`src/rtl/data_mem_arbiter.sv`:
```
// Arbitrates one data-memory port between the pipeline MEM stage and a debug/loader port.
// The pipeline normally owns the port. A debug request waits at most MAX_WAIT busy cycles before it is granted.
module data_mem_arbiter #(
  parameter int ADDR_W   = 8,
  parameter int DATA_W   = 32,
  parameter int MAX_WAIT = 4
) (
  input  logic              clk,
  input  logic              rst,
  // pipeline MEM stage
  input  logic              p_rden,
  input  logic              p_wren,
  input  logic [ADDR_W-1:0] p_addr,
  input  logic [DATA_W-1:0] p_wdata,
  output logic [DATA_W-1:0] p_rdata,
  output logic              p_stall,
  // debug / loader requester
  input  logic              d_req,
  input  logic              d_we,
  input  logic [ADDR_W-1:0] d_addr,
  input  logic [DATA_W-1:0] d_wdata,
  output logic              d_ack,
  output logic [DATA_W-1:0] d_rdata,
  // shared memory port
  output logic [ADDR_W-1:0] m_addr,
  output logic [DATA_W-1:0] m_data,
  output logic              m_rden,
  output logic              m_wren,
  input  logic [DATA_W-1:0] m_q,
  // observation of internal state
  output logic [1:0]        o_dbg_state,
  output logic [2:0]        o_dbg_wait_cnt
);

  localparam logic [1:0] IDLE    = 2'd0;
  localparam logic [1:0] GRANT   = 2'd1;
  localparam logic [1:0] CAPTURE = 2'd2;
  localparam logic [1:0] ACK     = 2'd3;

  localparam logic [2:0] LP_MAX_WAIT = 3'(MAX_WAIT);

  // Debug handshake: d_req is a level held with d_we/d_addr/d_wdata stable
  // until the single-cycle d_ack pulse; ACK ignores d_req, so the requester
  // may drop it during or after the ack cycle.

  logic [1:0]        r_state;
  logic [2:0]        r_wait_cnt;
  logic [DATA_W-1:0] r_d_rdata;

  logic w_p_acc;
  logic w_grant;
  logic w_timeout;

  assign w_p_acc   = p_rden | p_wren;
  assign w_grant   = (r_state == GRANT);
  assign w_timeout = (r_wait_cnt == LP_MAX_WAIT);

  // The port belongs to the pipeline except during GRANT. Reset forces IDLE
  // asynchronously, so an aborted debug drive drops immediately.
  always_comb begin
    m_addr  = p_addr;
    m_data  = p_wdata;
    m_rden  = p_rden;
    m_wren  = p_wren;
    p_stall = 1'b0;
    if (w_grant) begin
      m_addr  = d_addr;
      m_data  = d_wdata;
      m_rden  = ~d_we;
      m_wren  = d_we;
      p_stall = w_p_acc;
    end
  end

  assign p_rdata        = m_q;
  assign d_ack          = (r_state == ACK);
  assign d_rdata        = r_d_rdata;
  assign o_dbg_state    = r_state;
  assign o_dbg_wait_cnt = r_wait_cnt;

  always_ff @(posedge clk or negedge rst) begin
    if (!rst) begin
      r_state    <= IDLE;
      r_wait_cnt <= 3'd0;
      r_d_rdata  <= '0;
    end else begin
      case (r_state)
        IDLE: begin
          if (d_req) begin
            if (!w_p_acc || w_timeout) begin
              r_state    <= GRANT;
              r_wait_cnt <= 3'd0;
            end else begin
              r_wait_cnt <= r_wait_cnt + 3'd1;
            end
          end else begin
            r_wait_cnt <= 3'd0;
          end
        end
        GRANT: begin
          r_state <= d_we ? ACK : CAPTURE;
        end
        CAPTURE: begin
          // Memory returns the debug read data the cycle after GRANT.
          r_d_rdata <= m_q;
          r_state   <= ACK;
        end
        ACK: begin
          r_state <= IDLE;
        end
        default: begin
          r_state <= IDLE;
        end
      endcase
    end
  end

endmodule
```
`config.mk`:
```
export PLATFORM = sky130hd
export DESIGN_NAME = data_mem_arbiter
export DESIGN_NICKNAME = d
export VERILOG_FILES = /design/src/rtl/data_mem_arbiter.sv
export SDC_FILE = /design/constraint.sdc
export NUM_CORES = 1
export LEC_CHECK = 0
export CAP_MARGIN = 20
export CORE_UTILIZATION = 30
export CTS_BUF_LIST = sky130_fd_sc_hd__clkbuf_4 sky130_fd_sc_hd__clkbuf_8
export DETAILED_ROUTE_END_ITERATION = 10
export PLACE_DENSITY = 0.82
export SYNTH_ARGS = -nofsm -noshare
export SYNTH_HDL_FRONTEND = slang
export SYNTH_SLANG_ARGS = --single-unit
export TNS_END_PERCENT = 10
```
`constraint.sdc`:
```
create_clock -name clk -period 1.93 [get_ports clk]
set_input_delay 0.2895 -clock clk [delete_from_list [all_inputs] [get_ports clk]]
set_output_delay 0.2895 -clock clk [all_outputs]
set_load 0.02 [all_outputs]
```
---- Yosys cells after proc, flatten, opt, wreduce, memory -nomap -nowiden ----
Index checks and enable logic that the tools add are counted.
operators by class
  add/sub/neg operators ................... 1
  equal/unequal tests ..................... 6
  mux-type cells .......................... 11
  bitwise gates (word level) .............. 2
  reduce and logical (&&, ||, !) cells .... 4
operator list
  operator             count
  $mux 32              1
  $mux 8               1
  $pmux 2 s4           1
  $mux 3               2
  $eq 2x2->1 const B   2
  $mux 1               4
  $mux 2               2
  $ne 2x2->1 const B   2
  $add 3x1->3 const B  1
  $eq 3x3->1 const B   1
  $eq 2x1->1 const B   1
  $logic_not 2->1      1
  $reduce_and 2->1     1
  $logic_not 1->1      1
  $logic_or 1x1->1     1
  $not 1->1            1
  $or 1x1->1           1
word-level totals
  register bits after elaboration ......... 37
  output and inout bits ................... 113
  word-level logic and storage cells ...... 27

---- Logic depth before layout (Yosys ltp) ----
Gate-level depths: netlist of the first run.
  depth after elaboration ................. 6
  gate-level depth with buffers ........... 6
  depth with buffers taken out ............ 5

---- Worst setup path before layout of the first run ----
No wires, ideal clock.
  path kind ............................... register -> output
  start point ............................. reg r_state[1] (netlist: o_dbg_state[1])
  end point ............................... out m_data[17]
  arrival time ............................ 1.533 ns
  setup slack ............................. 0.107 ns
  stages on the path, launching flop included .. 6
  path buffers ............................ 2
  cell sequence ........................... dfrtp_1 > inv_1 > ha_1 > buf_2 > buf_2 > mux2_1
on the way
  word-level cells in the longest chain between the ends .. 2
ends and longest elaborated chain
  element                 RTL line  source
  start, declared         46        logic [1:0] r_state;
  start signal, assigned  101       r_state <= d_we ? ACK : CAPTURE;
  $eq 2x1->1              55        assign w_grant = (r_state == GRANT);
  $mux 32                 66        if (w_grant) begin
  end, declared           26        output logic [DATA_W-1:0] m_data,
No other way between the ends.

---- Final worst setup path of the first run ----
  start point ............................. reg r_state[1] (netlist: o_dbg_state[1])
  end point ............................... out m_data[21]
Same word-level chain as after synthesis.

==> results of run 1 <==
[power groups by stage]
stage                     combinational, mW  sequential (mW)  clock (mW)
after floorplan                        1.86             1.89           0
after global placement                 4.39             1.37           0
after detailed placement               4.45             1.40           0
after CTS                              4.39             1.39       0.625
after global routing                   4.75             1.44       0.662
final                                  4.47             1.39       0.596
[cells in the final DEF (no fill, tap or decap), drive strengths merged]
master,count
a2bb2oi,1
o32ai,1
nor2b,2
clkdlybuf4s50,185
nand4,1
o21ai,1
and2,1
dfrtp,37
o31ai,1
inv,7
nor2,2
buf,56
o21a,2
o22ai,1
clkbuf,7
nand3,1
ha,7
a2111oi,1
nand2b,1
bufbuf,1
a41oi,1
clkdlybuf4s15,1
mux2,74
mux2i,1
dlymetal6s2s,1
[worst max path at each step]
| stage | cells after the start | slack [ns] | end | start |
|---|---|---|---|---|
| 2_1_floorplan | 5 | 0.11 | m_data[17] | o_dbg_state[1] |
| 3_3_place_gp | 5 | -0.10 | m_data[31] | o_dbg_state[1] |
| 3_5_place_dp | 5 | -0.11 | m_data[21] | o_dbg_state[1] |
| 4_1_cts | 5 | -0.1 | m_data[21] | o_dbg_state[1] |
| 5_1_grt | 5 | -0.10 | m_data[1] | o_dbg_state[1] |
| 6_report | 6 | -0.03 | m_data[21] | o_dbg_state[1] |
[flip-flops by register name, summed over array words and instances, names as in the netlist]
| name | flops |
|---|---|
| o_dbg_wait_cnt | 3 |
| o_dbg_state | 2 |
| d_rdata | 32 |
[area by class of cell]
type / instances / area, sq um / share of cell area [%]
clock buffers: 7 / 96.3 / 2.11
clock inverters: 1 / 8.76 / 0.192
inverters: 6 / 22.5 / 0.492
multi-input cells: 99 / 1090 / 23.8
flip-flops and latches: 37 / 926 / 20.2
well taps: 99 / 124 / 2.71
repair buffers: 244 / 2310 / 50.5
[cells by family (layout without fill, tap and decap cells)]
family / count (synthesis) / in the layout / share of synthesized area [%]
muxes: 75 / 75 / 36.9
AOI/OAI and AO/OA: 9 / 9 / 3.55
buffers and inverters: 47 / 258 / 13.4
DFF: 37 / 37 / 40.4
and+or+nand+nor: 8 / 8 / 1.91
adders and majority gates: 7 / 7 / 3.82
[repair_timing]
| item | CTS | global route |
|---|---|---|
| gates resized for setup | 173 | 18 |
| setup endpoints to repair | 43 | 35 |
| setup buffers | 0 | 4 |
| gates cloned | 2 | 0 |
[critical path: cells and delay by family (launching register included)]
family	cells	cell delay (ns)
buf+inv	4	0.51
flops	1	0.39
fa+ha+maj	1	0.16
mux	1	0.34
[per-layer routing]
| metal | track usage (%) | vias to the layer above |
|---|---|---|
| met5 | 0 | - |
| met4 | 5.63 | 0 |
| met3 | 5.36 | 10 |
| met2 | 36.2 | 115 |
| met1 | 18.9 | 1011 |
| li1 | - | 1034 |
[per-stage QoR]
stage,hold WS (ns),setup TNS [ns]
after floorplan,-0.00609,0
after global placement,0.366,-2.75
after detailed placement,0.367,-3.45
after CTS,0.0468,-1.27
after global routing,0.0606,-1.94
final,0.0377,-0.235
==> flow_summary.toml, run 1 <==
[worst_setup_path]
critPathLaunchType = "flop"
critical_path_peak_fanout = 10
end_kind = "output port"
r2r-end = "o_dbg_state[0]"
max_stage_delay_ns = 0.39
crit_top_cell = "buf_4"
critical-path-slowest-cell = "dfrtp_1"
cp.arrival_ns = 1.67
regToRegSetupSlack_ns = 0.21
worstReg2RegStart = "o_dbg_state[0]"
cp.required_ns = 1.64
crit_chain = "inv_2 -> ha_4 -> buf_4 -> buf_16 -> mux2_2 -> buf_4"
r2r_cells = 6
critPathKind = "reg2out"

[finish]
drive_gt1_share_pct = 27.4
diodes = 0
area_delta_synth_final_pct = 99.4
nNetsFinal = 518
instances_no_fill = 493
design_area_sq_um = 4570
nFillCells = 598
finish.utilization_pct = 62.4

[floorplanning]
die_area_sq_um = 8000
start_util_pct = 31.3
die_h_um = 89.4
core_sq_um = 7330
num_rows = 31
die_x_um = 89.4
io_pins = 231

[synthesis]
yosysSeqAreaShare_pct = 40.4
ys.flop_type = "dfrtp_1"
ys_async_sr_fraction_pct = 100
synth_nets = 308
synth_top_area_share_pct = 40.4
yosys_warnings = 0
synth_most_common_cell = "mux2_1"
yosys.area.top_type = "dfrtp_1"
netlist_area_sq_um = 2290
postSynthCellCount = 183
syn_avg_cell_area_sq_um = 12.5
synth_cell_types = 23
synth_common_cells = "mux2_1, dfrtp_1, mux2_2"
ys_ff_latch = 37
yosys-top-cells-area = "dfrtp_1, mux2_1, mux2_2"
synth_edf_count = 0

[clocking]
cts_root_buf = "clkbuf_8"
clk-insertion-delay-late_ns = 0.28
h-tree-depth = 2
cts_tree = "done"
clockBufferDepth = 2
ctsHoldBuffers = 0
cts_buffers = 5
cts.clk_slew.worst_paths_ns = 0.07
cts.sinks = 37

[sta]
fin_skew_ns = 0.00543
period_needed_ns = 1.96
fmax_ghz = 0.511
fin_ws_ns = -0.0282
relSlewSlack_pct = 69.2
fin_crit_sh_pct = 101
worstMarginPinSlew_ns = 0.463
slew_violations = 0
hold_viol = 0
rsz0062_at_grt = "true"
setup_violations = 19

[routing]
route.met3.wl_um = 729
wl_mm = 7.89
drt_iter0_drc = 30
ant_nets = 0
wl_met2_mm = 4.30
vias_per_cell = 4.40
drcViolationCount = 0
wl_per_cell_um = 16.0
dr_total_vias = 2170
drt-met1-wl_mm = 2.71
drtPass1Iterations = 4
highest_layer = "met4"

[placement]
place_inst = 479
hpwl_mm = 6.40
place_ws_ns = -0.114
routabilityCongestion = 0.776
dpl-instance-area_sq_um = 4530
portBuffers = 230

[outcome]
violations = "setup timing"
status = "finished, violations left"

[global_route]
grt_pass1_vias = 2217
grt_pass1_wl_mm = 11.0
grt_max_degree = 38
antenna_found_initial = 0
track_usage_pct = 18.6
gr-total-overflow = 0

[pwr]
p_leak_nw = 1.94
power_switching_mw = 2.56
p_seq_share_pct = 21.5
pwr-share-clk_pct = 9.2
max-vdd-ir-drop_v = 0.000824
p_int_mw = 3.89
p_comb_share_pct = 69.3
swShare_pct = 39.7
power_per_cell_area_nw_per_um2 = 1410
p_total_mw = 6.45

[run]
max_cap_viol_count = 0

[min_path]
hp-class = "in2async"
No activity file was read; power rests on OpenSTA's default activity.
==> inputs of run 2 (changes only) <==
- CORE_MARGIN: default -> 2
==> run 2 against run 1 <==
  * Count of clock-buffer cells in the layout stayed put
  * Sequential share of layout area hardly changed
  * The flow still finishes with violations (setup timing)
  * Die area is 4.5% higher
  * First-iteration DRC count is 100% higher
==> flow_summary.toml, run 2 (synthesis results as in run 1) <==
[global_route]
grt_pass1_vias = 2391
gr-total-overflow = 0
grt_max_degree = 38
track_usage_pct = 19.4
antenna_found_initial = 0
grt_pass1_wl_mm = 12.8

[routing]
vias_per_cell = 4.50
drt_iter0_drc = 60
wl_per_cell_um = 16.8
wl_mm = 8.27
drcViolationCount = 0
ant_nets = 0
drtPass1Iterations = 2
dr_total_vias = 2218

[placement]
hpwl_mm = 6.55
place_inst = 480
place_ws_ns = -0.125
portBuffers = 230
routabilityCongestion = 0.814

[pwr]
p_int_mw = 3.92
p_comb_share_pct = 67.7
p_leak_nw = 1.94
power_switching_mw = 2.56
power_per_cell_area_nw_per_um2 = 1420
swShare_pct = 39.5
p_seq_share_pct = 21.4
pwr-share-clk_pct = 10.9
max-vdd-ir-drop_v = 0.000745

[floorplanning]
die_area_sq_um = 8360
num_rows = 31
core_sq_um = 7330
die_x_um = 91.4
start_util_pct = 31.3
die_h_um = 91.4
io_pins = 231

[worst_setup_path]
cp.arrival_ns = 1.68
critPathKind = "reg2out"
critPathLaunchType = "flop"
critical_path_peak_fanout = 16
end_kind = "output port"
cp.required_ns = 1.64

[outcome]
violations = "setup timing"
status = "finished, violations left"

[clocking]
cts_buffers = 5
clk-insertion-delay-late_ns = 0.28
h-tree-depth = 2
clockBufferDepth = 2
cts.sinks = 37
cts.clk_slew.worst_paths_ns = 0.07
cts_root_buf = "clkbuf_8"
cts_tree = "done"

[finish]
nFillCells = 609
layout_commonest_cell = "clkdlybuf4s50_1"
drive_gt1_share_pct = 26.1
area_delta_synth_final_pct = 99.2
nNetsFinal = 518
layout_common_cells = "clkdlybuf4s50_1, mux2_1, dfrtp_1"
diodes = 0
instances_no_fill = 493
largest_reg_flops = 32

[sta]
rsz0062_at_grt = "true"
fin_crit_sh_pct = 102
hold_viol = 0
period_needed_ns = 1.97
slew_violations = 0
fin_skew_ns = 0.00530
relSlewSlack_pct = 80.7
fmax_ghz = 0.508
setup_violations = 20
worstMarginPinSlew_ns = 0.289
fin_ws_ns = -0.0374

[run]
max_cap_viol_count = 0

[min_path]
hp-class = "reg2reg"
run 2: worst max-delay path, cell delays in order (launching register included):
cell and delay (ns):
dfrtp_1 0.39, inv_2 0.07, ha_4 0.14, bufbuf_16 0.29, mux2_2 0.34, clkbuf_2 0.15
run 2: area by class of cell:
| cell class | instances | area, sq um | share of cell area (%) |
|---|---|---|---|
| Clock inverter | 1 | 30.0 | 0.657 |
| Timing Repair Buffer | 244 | 2300 | 50.3 |
| Sequential cell | 37 | 926 | 20.3 |
| Clock buffer | 7 | 90.1 | 1.97 |
| Inverter | 6 | 22.5 | 0.493 |
| Multi-Input combinational cell | 99 | 1080 | 23.6 |
| Tap cell | 99 | 124 | 2.71 |
run 2: worst paths after layout:
path	depth (start not counted)	slack [ns]	endpoint	from
min in group asynchronous	3	0.50	d_rdata[19]	rst
max in group asynchronous	3	1.25	d_rdata[18]	rst
worst min-delay path	1	0.49	d_rdata[5]	d_rdata[5]
worst max-delay path	5	-0.04	m_data[4]	o_dbg_state[1]
worst min register to register	1	0.49	d_rdata[5]	d_rdata[5]
worst max register to register	7	0.22	o_dbg_state[0]	o_dbg_state[1]
run 2: power by group through the flow:
| stage | clock, mW | combinational, mW | sequential, mW |
|---|---|---|---|
| after floorplan | 0 | 1.86 | 1.89 |
| after global placement | 0 | 4.35 | 1.37 |
| after detailed placement | 0 | 4.42 | 1.40 |
| after CTS | 0.729 | 4.44 | 1.40 |
| after global routing | 0.763 | 4.65 | 1.45 |
| final | 0.705 | 4.39 | 1.39 |
run 2: repair_timing:
action,in CTS,in global routing
gates resized for setup,153,20
gates cloned,2,0
buffers inserted,2,0
hold buffers,1,0
hold endpoints to repair,37,0
endpoints found under the setup margin,43,43
pin swaps,0,0
run 2: layer usage:
layer / global-route usage [%] / part of all wire, % / vias to the layer above
li1: - / - / 1039
met1: 20.4 / 36 / 1044
met2: 36.6 / 53 / 123
met3: 6.22 / 9.3 / 12
met4: 5.56 / 1.8 / 0
met5: 0 / 0 / -
run 2: through the flow:
stage / utilization (%) / power (mW) / setup TNS, ns / instance area [sq um] / hold slack, ns
final: 62.3 / 6.48 / -0.402 / 4570 / 0.488
after global routing: 62.3 / 6.86 / -2.77 / 4570 / 0.510
after CTS: 62.6 / 6.56 / -1.38 / 4590 / 0.486
after detailed placement: 61.7 / 5.81 / -3.47 / 4520 / 0.270
after global placement: 61.7 / 5.72 / -3.11 / 4520 / 0.269
after floorplan: - / 3.74 / 0 / 2290 / -0.00609
